File: config.mk
export PLATFORM = sky130hd
export DESIGN_NAME = instrn_cache
export DESIGN_NICKNAME = d
export VERILOG_FILES = /design/src/rtl/cpu_pkg.sv /design/src/rtl/icache_line_store.sv /design/src/rtl/instrn_cache.sv
export SDC_FILE = /design/constraint.sdc
export NUM_CORES = 1
export LEC_CHECK = 0
export ABC_CLOCK_PERIOD_IN_PS = 4610
export CAP_MARGIN = 40
export CORE_UTILIZATION = 30
export DETAILED_ROUTE_END_ITERATION = 10
export PLACE_DENSITY = 0.59
export SLEW_MARGIN = 25
export SYNTH_ARGS = -nofsm -noshare
export SYNTH_HDL_FRONTEND = slang
export SYNTH_SLANG_ARGS = --single-unit
export TNS_END_PERCENT = 30
File: constraint.sdc
create_clock -name i_clk -period 4.61 [get_ports i_clk]
set_clock_uncertainty 0.15 [all_clocks]
set_input_delay 0.6915 -clock i_clk [delete_from_list [all_inputs] [get_ports i_clk]]
set_output_delay 0.6915 -clock i_clk [all_outputs]
set_load 0.01 [all_outputs]
File: src/rtl/cpu_pkg.sv
// Shared CPU types plus the instruction-cache additions.
//   memory_address_t : instruction fetch address (CPU PC / ROM address)
//   instruction_t    : one instruction word
//   icache_state_t   : instruction-cache controller states
//   ICACHE_*         : default instruction-cache configuration
package cpu_pkg;

    localparam int unsigned ADDR_WIDTH  = 8;
    localparam int unsigned INSTR_WIDTH = 32;

    typedef logic [ADDR_WIDTH-1:0]  memory_address_t;
    typedef logic [INSTR_WIDTH-1:0] instruction_t;

    localparam int unsigned ICACHE_NUM_LINES = 4;
    localparam int unsigned ICACHE_CNT_WIDTH = 16;

    typedef enum logic [2:0] {
        StIdle,
        StLookup,
        StMissReq,
        StMissWait,
        StRespond
    } icache_state_t;

endpackage

File: src/rtl/icache_line_store.sv
// Line storage for the direct-mapped instruction cache: one valid bit, tag and
// instruction per line.
//   clk_i, rst_i            : clock, synchronous active-high reset (valid bits only)
//   flush_i                 : clear every valid bit at the next edge
//   rd_idx_i                : combinational read index
//   rd_valid_o/tag_o/data_o : contents of the indexed line
//   wr_en_i/idx_i/tag_i/data_i : single write port, sets the line valid
module icache_line_store
    import cpu_pkg::*;
#(
    parameter int unsigned NUM_LINES = ICACHE_NUM_LINES,
    parameter int unsigned TAG_WIDTH = ADDR_WIDTH - $clog2(ICACHE_NUM_LINES),
    parameter int unsigned IDX_WIDTH = $clog2(NUM_LINES)
) (
    input  logic                 clk_i,
    input  logic                 rst_i,
    input  logic                 flush_i,
    input  logic [IDX_WIDTH-1:0] rd_idx_i,
    output logic                 rd_valid_o,
    output logic [TAG_WIDTH-1:0] rd_tag_o,
    output instruction_t         rd_data_o,
    input  logic                 wr_en_i,
    input  logic [IDX_WIDTH-1:0] wr_idx_i,
    input  logic [TAG_WIDTH-1:0] wr_tag_i,
    input  instruction_t         wr_data_i
);

    logic [NUM_LINES-1:0] valid_q, valid_d;
    logic [TAG_WIDTH-1:0] tag_q  [NUM_LINES];
    instruction_t         data_q [NUM_LINES];

    // Flush wins over a simultaneous fill so the filled line stays invalid.
    always_comb begin
        valid_d = valid_q;
        if (flush_i) begin
            valid_d = '0;
        end else if (wr_en_i) begin
            valid_d[wr_idx_i] = 1'b1;
        end
    end

    always_ff @(posedge clk_i) begin
        if (rst_i) begin
            valid_q <= '0;
        end else begin
            valid_q <= valid_d;
        end
    end

    // Tag and data arrays carry no reset; the valid bits guard them.
    always_ff @(posedge clk_i) begin
        if (wr_en_i) begin
            tag_q[wr_idx_i]  <= wr_tag_i;
            data_q[wr_idx_i] <= wr_data_i;
        end
    end

    assign rd_valid_o = valid_q[rd_idx_i];
    assign rd_tag_o   = tag_q[rd_idx_i];
    assign rd_data_o  = data_q[rd_idx_i];

endmodule

File: src/rtl/instrn_cache.sv
// Direct-mapped, one-instruction-per-line instruction cache between the CPU
// fetch interface and the instruction ROM, with saturating hit/miss counters.
//   i_clk, i_rst                       : clock, synchronous active-high reset
//   i_instrn_addr, i_instrn_addr_valid : fetch request from the CPU
//   i_instrn_ready                     : CPU can accept an instruction
//   o_instrn, o_instrn_valid           : registered instruction response
//   o_rom_addr, o_rom_req              : single-cycle ROM request on a miss
//   i_rom_data, i_rom_valid            : ROM response (used in MISS_WAIT only)
//   i_flush                            : invalidate all lines
//   o_hit_count, o_miss_count          : saturating performance counters
module instrn_cache
    import cpu_pkg::*;
#(
    parameter int unsigned NUM_LINES = ICACHE_NUM_LINES,
    parameter int unsigned CNT_WIDTH = ICACHE_CNT_WIDTH
) (
    input  logic                 i_clk,
    input  logic                 i_rst,
    input  memory_address_t      i_instrn_addr,
    input  logic                 i_instrn_addr_valid,
    input  logic                 i_instrn_ready,
    output instruction_t         o_instrn,
    output logic                 o_instrn_valid,
    output memory_address_t      o_rom_addr,
    output logic                 o_rom_req,
    input  instruction_t         i_rom_data,
    input  logic                 i_rom_valid,
    input  logic                 i_flush,
    output logic [CNT_WIDTH-1:0] o_hit_count,
    output logic [CNT_WIDTH-1:0] o_miss_count
);

    localparam int unsigned IDX_W = $clog2(NUM_LINES);
    localparam int unsigned TAG_W = ADDR_WIDTH - IDX_W;

    icache_state_t        state_q, state_d;
    memory_address_t      req_addr_q, req_addr_d;
    instruction_t         instrn_q, instrn_d;
    logic [CNT_WIDTH-1:0] hit_cnt_q, hit_cnt_d;
    logic [CNT_WIDTH-1:0] miss_cnt_q, miss_cnt_d;

    logic [IDX_W-1:0] req_idx;
    logic [TAG_W-1:0] req_tag;
    logic             line_valid;
    logic [TAG_W-1:0] line_tag;
    instruction_t     line_data;
    logic             line_hit;
    logic             fill_en;

    assign req_idx  = req_addr_q[IDX_W-1:0];
    assign req_tag  = req_addr_q[ADDR_WIDTH-1:IDX_W];
    // Uses the registered valid bits, so a flush this cycle cannot alter the decision.
    assign line_hit = line_valid && (line_tag == req_tag);
    assign fill_en  = (state_q == StMissWait) && i_rom_valid;

    icache_line_store #(
        .NUM_LINES (NUM_LINES),
        .TAG_WIDTH (TAG_W),
        .IDX_WIDTH (IDX_W)
    ) u_line_store (
        .clk_i      (i_clk),
        .rst_i      (i_rst),
        .flush_i    (i_flush),
        .rd_idx_i   (req_idx),
        .rd_valid_o (line_valid),
        .rd_tag_o   (line_tag),
        .rd_data_o  (line_data),
        .wr_en_i    (fill_en),
        .wr_idx_i   (req_idx),
        .wr_tag_i   (req_tag),
        .wr_data_i  (i_rom_data)
    );

    always_comb begin
        state_d    = state_q;
        req_addr_d = req_addr_q;
        instrn_d   = instrn_q;
        hit_cnt_d  = hit_cnt_q;
        miss_cnt_d = miss_cnt_q;

        unique case (state_q)
            StIdle: begin
                // Ready gates capture so a stale PC during CPU writeback is ignored.
                if (i_instrn_addr_valid && i_instrn_ready) begin
                    req_addr_d = i_instrn_addr;
                    state_d    = StLookup;
                end
            end
            StLookup: begin
                if (line_hit) begin
                    instrn_d = line_data;
                    if (hit_cnt_q != '1) begin
                        hit_cnt_d = hit_cnt_q + 1'b1;
                    end
                    state_d = StRespond;
                end else begin
                    if (miss_cnt_q != '1) begin
                        miss_cnt_d = miss_cnt_q + 1'b1;
                    end
                    state_d = StMissReq;
                end
            end
            StMissReq: begin
                state_d = StMissWait;
            end
            StMissWait: begin
                if (i_rom_valid) begin
                    instrn_d = i_rom_data;
                    state_d  = StRespond;
                end
            end
            StRespond: begin
                if (i_instrn_ready) begin
                    state_d = StIdle;
                end
            end
            default: begin
                state_d = StIdle;
            end
        endcase
    end

    always_ff @(posedge i_clk) begin
        if (i_rst) begin
            state_q    <= StIdle;
            req_addr_q <= '0;
            instrn_q   <= '0;
            hit_cnt_q  <= '0;
            miss_cnt_q <= '0;
        end else begin
            state_q    <= state_d;
            req_addr_q <= req_addr_d;
            instrn_q   <= instrn_d;
            hit_cnt_q  <= hit_cnt_d;
            miss_cnt_q <= miss_cnt_d;
        end
    end

    assign o_instrn       = instrn_q;
    assign o_instrn_valid = (state_q == StRespond);
    assign o_rom_req      = (state_q == StMissReq);
    assign o_rom_addr     = req_addr_q;
    assign o_hit_count    = hit_cnt_q;
    assign o_miss_count   = miss_cnt_q;

endmodule

* Word level (Yosys, flattened, before mapping)
Memories as Yosys holds them, arrays and structs flattened. A register that Yosys moved wholly into a read port is not among the register bits. Cells that the tools add are included.
Storage, ports and cells: bits in registers 79, input bits 46, bits in writable memories 152, output and inout port bits 74, memories 2, logic and storage cells 55
Memories:
- u_line_store.data_q | depth 4, width 32, rd ports 1, clocked after Yosys merged registers in 1, write ports 1, RTL line icache_line_store.sv:30 | instruction_t data_q [NUM_LINES];
- u_line_store.tag_q | depth 4, width 6, rd ports 1, clocked after Yosys merged registers in 1, write ports 1, RTL line icache_line_store.sv:29 | logic [TAG_WIDTH-1:0] tag_q [NUM_LINES];
Operators by class: add/subtract/negate cells 2, mux-type cells 18, reduce and logical (&&, ||, !) cells 12, bitwise operators 2, equal/unequal tests 11, $lt $le $gt $ge 2
Operators with widths (count):
- two-way mux 32 bit | 2
- case mux 32 bit (2 select lines) | 1
- adder 16 x 1 -> 16 bit, second input constant | 2
- inequality test 16 bit, second input constant | 2
- case mux 3 bit (5 select lines) | 1
- two-way mux 3 bit | 4
- AND reduction 3 bit | 4
- two-way mux 2 bit | 4
- inequality test 2 bit, second input constant | 4
- equality test 3 x 2 -> 1 bit, second input constant | 2
- equality test 6 bit | 1
- logical AND 1 bit | 4
- two-way mux 1 bit | 4
- OR 4 bit | 1
- equality test 3 x 1 -> 1 bit, second input constant | 1
- equality test 3 bit, second input constant | 1
- zero test 3 bit | 1
- < comparator 2 x 3 -> 1 bit, second input constant | 1
- binary-select mux 1 bit (select 2 bit) | 1
- demux 1 bit (select 2 bit) | 1
- >= comparator 2 x 1 -> 1 bit, second input constant | 1
- AND reduction 2 bit | 1
- nonzero test 2 bit | 1
- OR reduction 2 bit | 1
- NOT 1 bit | 1

* Depth between registers and ports, before layout
depth after elaboration 5, mapped depth 10, gate-level depth less buffers 7

* By module
From an unflattened synthesis, not the netlist that was laid out.
Second synthesis, totals: cell total of the unflattened synthesis 644, area total of the unflattened synthesis 9218.8 µm²
Modules (own cells, without submodules):
- icache_line_store | instances 1, sequential area each 4644.5 µm², area each 5642.9 µm², cells each 212
- instrn_cache | instances 1, sequential area each 1501.4 µm², area each 3575.9 µm², cells each 432

* Worst setup path after synthesis
OpenSTA, ideal clock, no wires.
path type input to register, start point in i_rom_valid, end point mem u_line_store.data_q[0][0] (netlist name) (enable), arrival 3.447 ns, setup slack 0.530 ns, path buffers 0, cell stages on the path 2, cell sequence nand3_1 nor3_1
On the way: word-level cells in the longest chain between the ends 3
RTL lines:
- start, declared | RTL line instrn_cache.sv:27 | input logic i_rom_valid,
- logical AND 1 bit | RTL line instrn_cache.sv:54 | assign fill_en = (state_q == StMissWait) && i_rom_valid;
- two-way mux 1 bit | RTL line icache_line_store.sv:52 | if (wr_en_i) begin
- two-way mux 1 bit (not written as such) | RTL line icache_line_store.sv:54 | data_q[wr_idx_i] <= wr_data_i;
- end, declared | RTL line icache_line_store.sv:30
Every way passes these cells.

==> summary.log <==
INFO  status         outcome=complete, no violations
INFO  sta            finalHoldViolations=0
INFO  routing        post_drt_wl_per_cell=17.53um
INFO  routing        drt_first_pass_iters=4
INFO  cts            clk_transition_reported_paths=60ps
INFO  placement      place.gp.congestion=0.7732
INFO  synth          netlist-cell-type-count=46
INFO  cts            holdBufCountCts=0
INFO  synth          yosys_warnings=0
INFO  critical_path  critical_path.startpoint_type=flop
INFO  cts            clockBufferDepth=3
INFO  cts            insertion_delay=520ps
INFO  grt            gr-total-overflow=0
INFO  critical_path  worst-setup-path-type=reg2reg
INFO  layout         fin_nets=811
INFO  power_and_ir_drop powerDensity=373.6nW/um^2
INFO  cts            post-cts-setup-buffers=0
INFO  critical_path  crit_slowest_cell=dfxtp_2
INFO  layout         area_taken_by_multi_input_logic_gates=3085um^2
INFO  cts            tritoncts=yes
INFO  floorplanning  floorplan.die.width=179.0um
INFO  placement      place.detailed.hpwl=12.93mm
INFO  layout         synthToLayoutAreaGrowth=26.95%
INFO  floorplanning  fp-row-count=64
INFO  placement      placed_cell_area=11090um^2
INFO  critical_path  critPathCaptureType=flop
INFO  sta            final_critical_period=3285ps
INFO  floorplanning  die_area=32030um^2
INFO  routing        num_vias=5641
INFO  cts            clock_tree.root_cell=clkbuf_16
INFO  floorplanning  initial_utilization=0.3064
INFO  synth          syn_nets=682
INFO  layout         antenna_cells_inserted=0
INFO  synth          postSynthCellCount=634
INFO  layout         layout.cells.most_common=edfxtp_1
INFO  synth          count_of_flip_flops_with_a_built_in_enable_after_synthesis=152
INFO  critical_path  timing.critical_path.arrival=3530ps
INFO  cts            postCtsResizedCells=0
INFO  synth          async_reset_ff_frac=0
INFO  routing        detail_route.drc_violations=0
INFO  routing        drt_iter0_drcs=284
INFO  floorplanning  pin_count=120
INFO  critical_path  cp_common_cell=buf_4
INFO  sta            finalWorstSetupSlack=1325ps
INFO  routing        antenna_left=0
INFO  synth          syn-mean-instance-area=14.82um^2
INFO  sta            clock.fmax=0.3044GHz
INFO  job            maxCapViolCount=0
INFO  layout         final_cell_area=11930um^2
INFO  synth          synth_seq_cells=233
INFO  synth          postSynth.topFlopCell=edfxtp_1
INFO  layout         layout.filler_cells=2884
INFO  sta            measured_slew_at_the_worst_slew_check_pin=696.4ps
INFO  cts            htreeDepth=1
INFO  grt            grt_first_pass_wirelength=32.09mm
INFO  critical_path  worst-endpoint-required=4860ps
INFO  layout         layout.area.seq=6188um^2
INFO  power_and_ir_drop static-leakage-power=4.081nW
INFO  grt            grt_antenna_before_repair=1
INFO  synth          post_synth_instance_area=9397um^2
INFO  sta            finalMaxSlewViolations=0
INFO  grt            vias_in_the_first_global_route=5734
INFO  sta            period_share=0.7126
INFO  sta            timing.max_slew.rel_slack=0.5357
INFO  sta            final_sum_of_negative_setup_slack=0ps
INFO  floorplanning  design.core.area=30670um^2
INFO  cts            inserted_clock_buffers=27
INFO  floorplanning  die_y_extent=179.0um
INFO  synth          synth_sequential_area_ratio=0.6583
INFO  sta            setup_viol_count_final=0
INFO  critical_path  max_stage_delay=650ps
INFO  critical_path  critical_path.max_fanout=33
INFO  placement      placement.setup.worst_slack=1205ps
INFO  layout         drive_gt1_frac=0.1877
INFO  grt            grt_start_max_net_pins=40
INFO  layout         final_cell_mix=edfxtp_1 (152), clkdlybuf4s50_1 (118), dfxtp_1 (79)
INFO  critical_path  cp_cell_sequence=buf_4 > nor4b_1 > nor4_4 > o31a_2 > buf_4 > mux2i_1 > nor2_1
INFO  min_path       hold_path.class=reg2reg
INFO  sta            grt_setup_unrepaired=false
INFO  grt            grt_usage=0.1300
INFO  routing        wl=20.67mm
INFO  layout         fin_util=0.3890
INFO  placement      numPortBuffers=119
INFO  power_and_ir_drop max-vdd-ir-drop=266.5uV
INFO  cts            clkSinkCount=233
INFO  routing        avgViaCountPerCell=4.785
## Yosys cell counts (2+ instances only)
cell type,count,area share
edfxtp_1,152,0.49
dfxtp_1,81,0.17
nor2_1,55,0.022
mux2_2,40,0.048
mux2i_1,37,0.039
mux4_2,36,0.086
a21oi_1,27,0.014
nand2_1,27,0.011
clkbuf_1,24,0.0096
nand3_1,23,0.012
nand4_1,13,0.0087
nor2b_1,13,0.0087
or4_1,12,0.0096
and3_1,11,0.0073
o21ai_0,11,0.0059
o31ai_1,8,0.0064
buf_2,6,0.0032
nor3_1,6,0.0032
xnor2_1,6,0.0056
o21a_1,5,0.0040
or3_1,5,0.0033
buf_1,3,0.0012
inv_1,3,0.0012
xor2_1,3,0.0028
and4_1,2,0.0019
and4b_1,2,0.0021
ha_1,2,0.0027
nor4b_1,2,0.0019
or2_2,2,0.0013
## critical path: cells and delay by family, from the launching register on
kind	cells	cell delay, ps
buf+inv	2	1050
mux	1	270
compound gates	1	200
flops	1	650
simple gates	3	780
## cell families (layout without fill, tap and decap cells)
family	Yosys count	count (layout)	share of synthesized area
xor+xnor	9	9	0.008389
flops	233	233	0.6583
mux	114	114	0.1764
simple gates	183	183	0.1031
compound gates	56	56	0.03515
buf+inv	37	186	0.01598
fa+ha+maj	2	2	0.002663
## state kept, by name, indices dropped and copies added (netlist names), named ones only
register / cells
o_rom_addr: 8
o_instrn: 32
u_line_store.data_q: 128
o_hit_count: 16
u_line_store.tag_q: 24
o_miss_count: 16
u_line_store.valid_q: 4
state_q: 3
## worst paths after layout
path | depth (start not counted) | slack, ps | to | start
setup / recovery | 7 | 1320 | o_instrn[3] | flop
hold / removal | 1 | 310 | u_line_store.valid_q[3] | u_line_store.valid_q[3]
setup reg to reg | 7 | 1320 | o_instrn[3] | flop
hold reg to reg | 1 | 310 | u_line_store.valid_q[3] | u_line_store.valid_q[3]
## power by group
group / switching (W) / internal (W)
registers: 0.0000210 / 0.00223
clock network: 0.000821 / 0.00118
logic: 0.0000967 / 0.000107
total: 0.000938 / 0.00352
## layer usage
metal,track usage,share of wire
met1,0.1701,0.44
met2,0.2125,0.46
met3,0.03584,0.080
met4,0.03037,0.017
met5,0.003205,0
## stage by stage
step,hold WS (ps),cells,total power (W)
after floorplan,285.4,634,0.002400
after global placement,294.1,1129,0.002504
after detailed placement,298.9,1130,0.002505
after CTS,312.6,1179,0.004524
after global routing,335.9,1179,0.004617
final,309.7,1179,0.004457
## area by class of cell
type                       count  share of cell area
inverter                       3           0.0009440
timing repair buffer         134              0.1099
clock buffer                  36             0.06199
sequential                   233              0.5188
clock inverter                13            0.008181
tap                          396             0.04154
multi-input combinational    364              0.2587
Power figures use the tool's default switching activity.
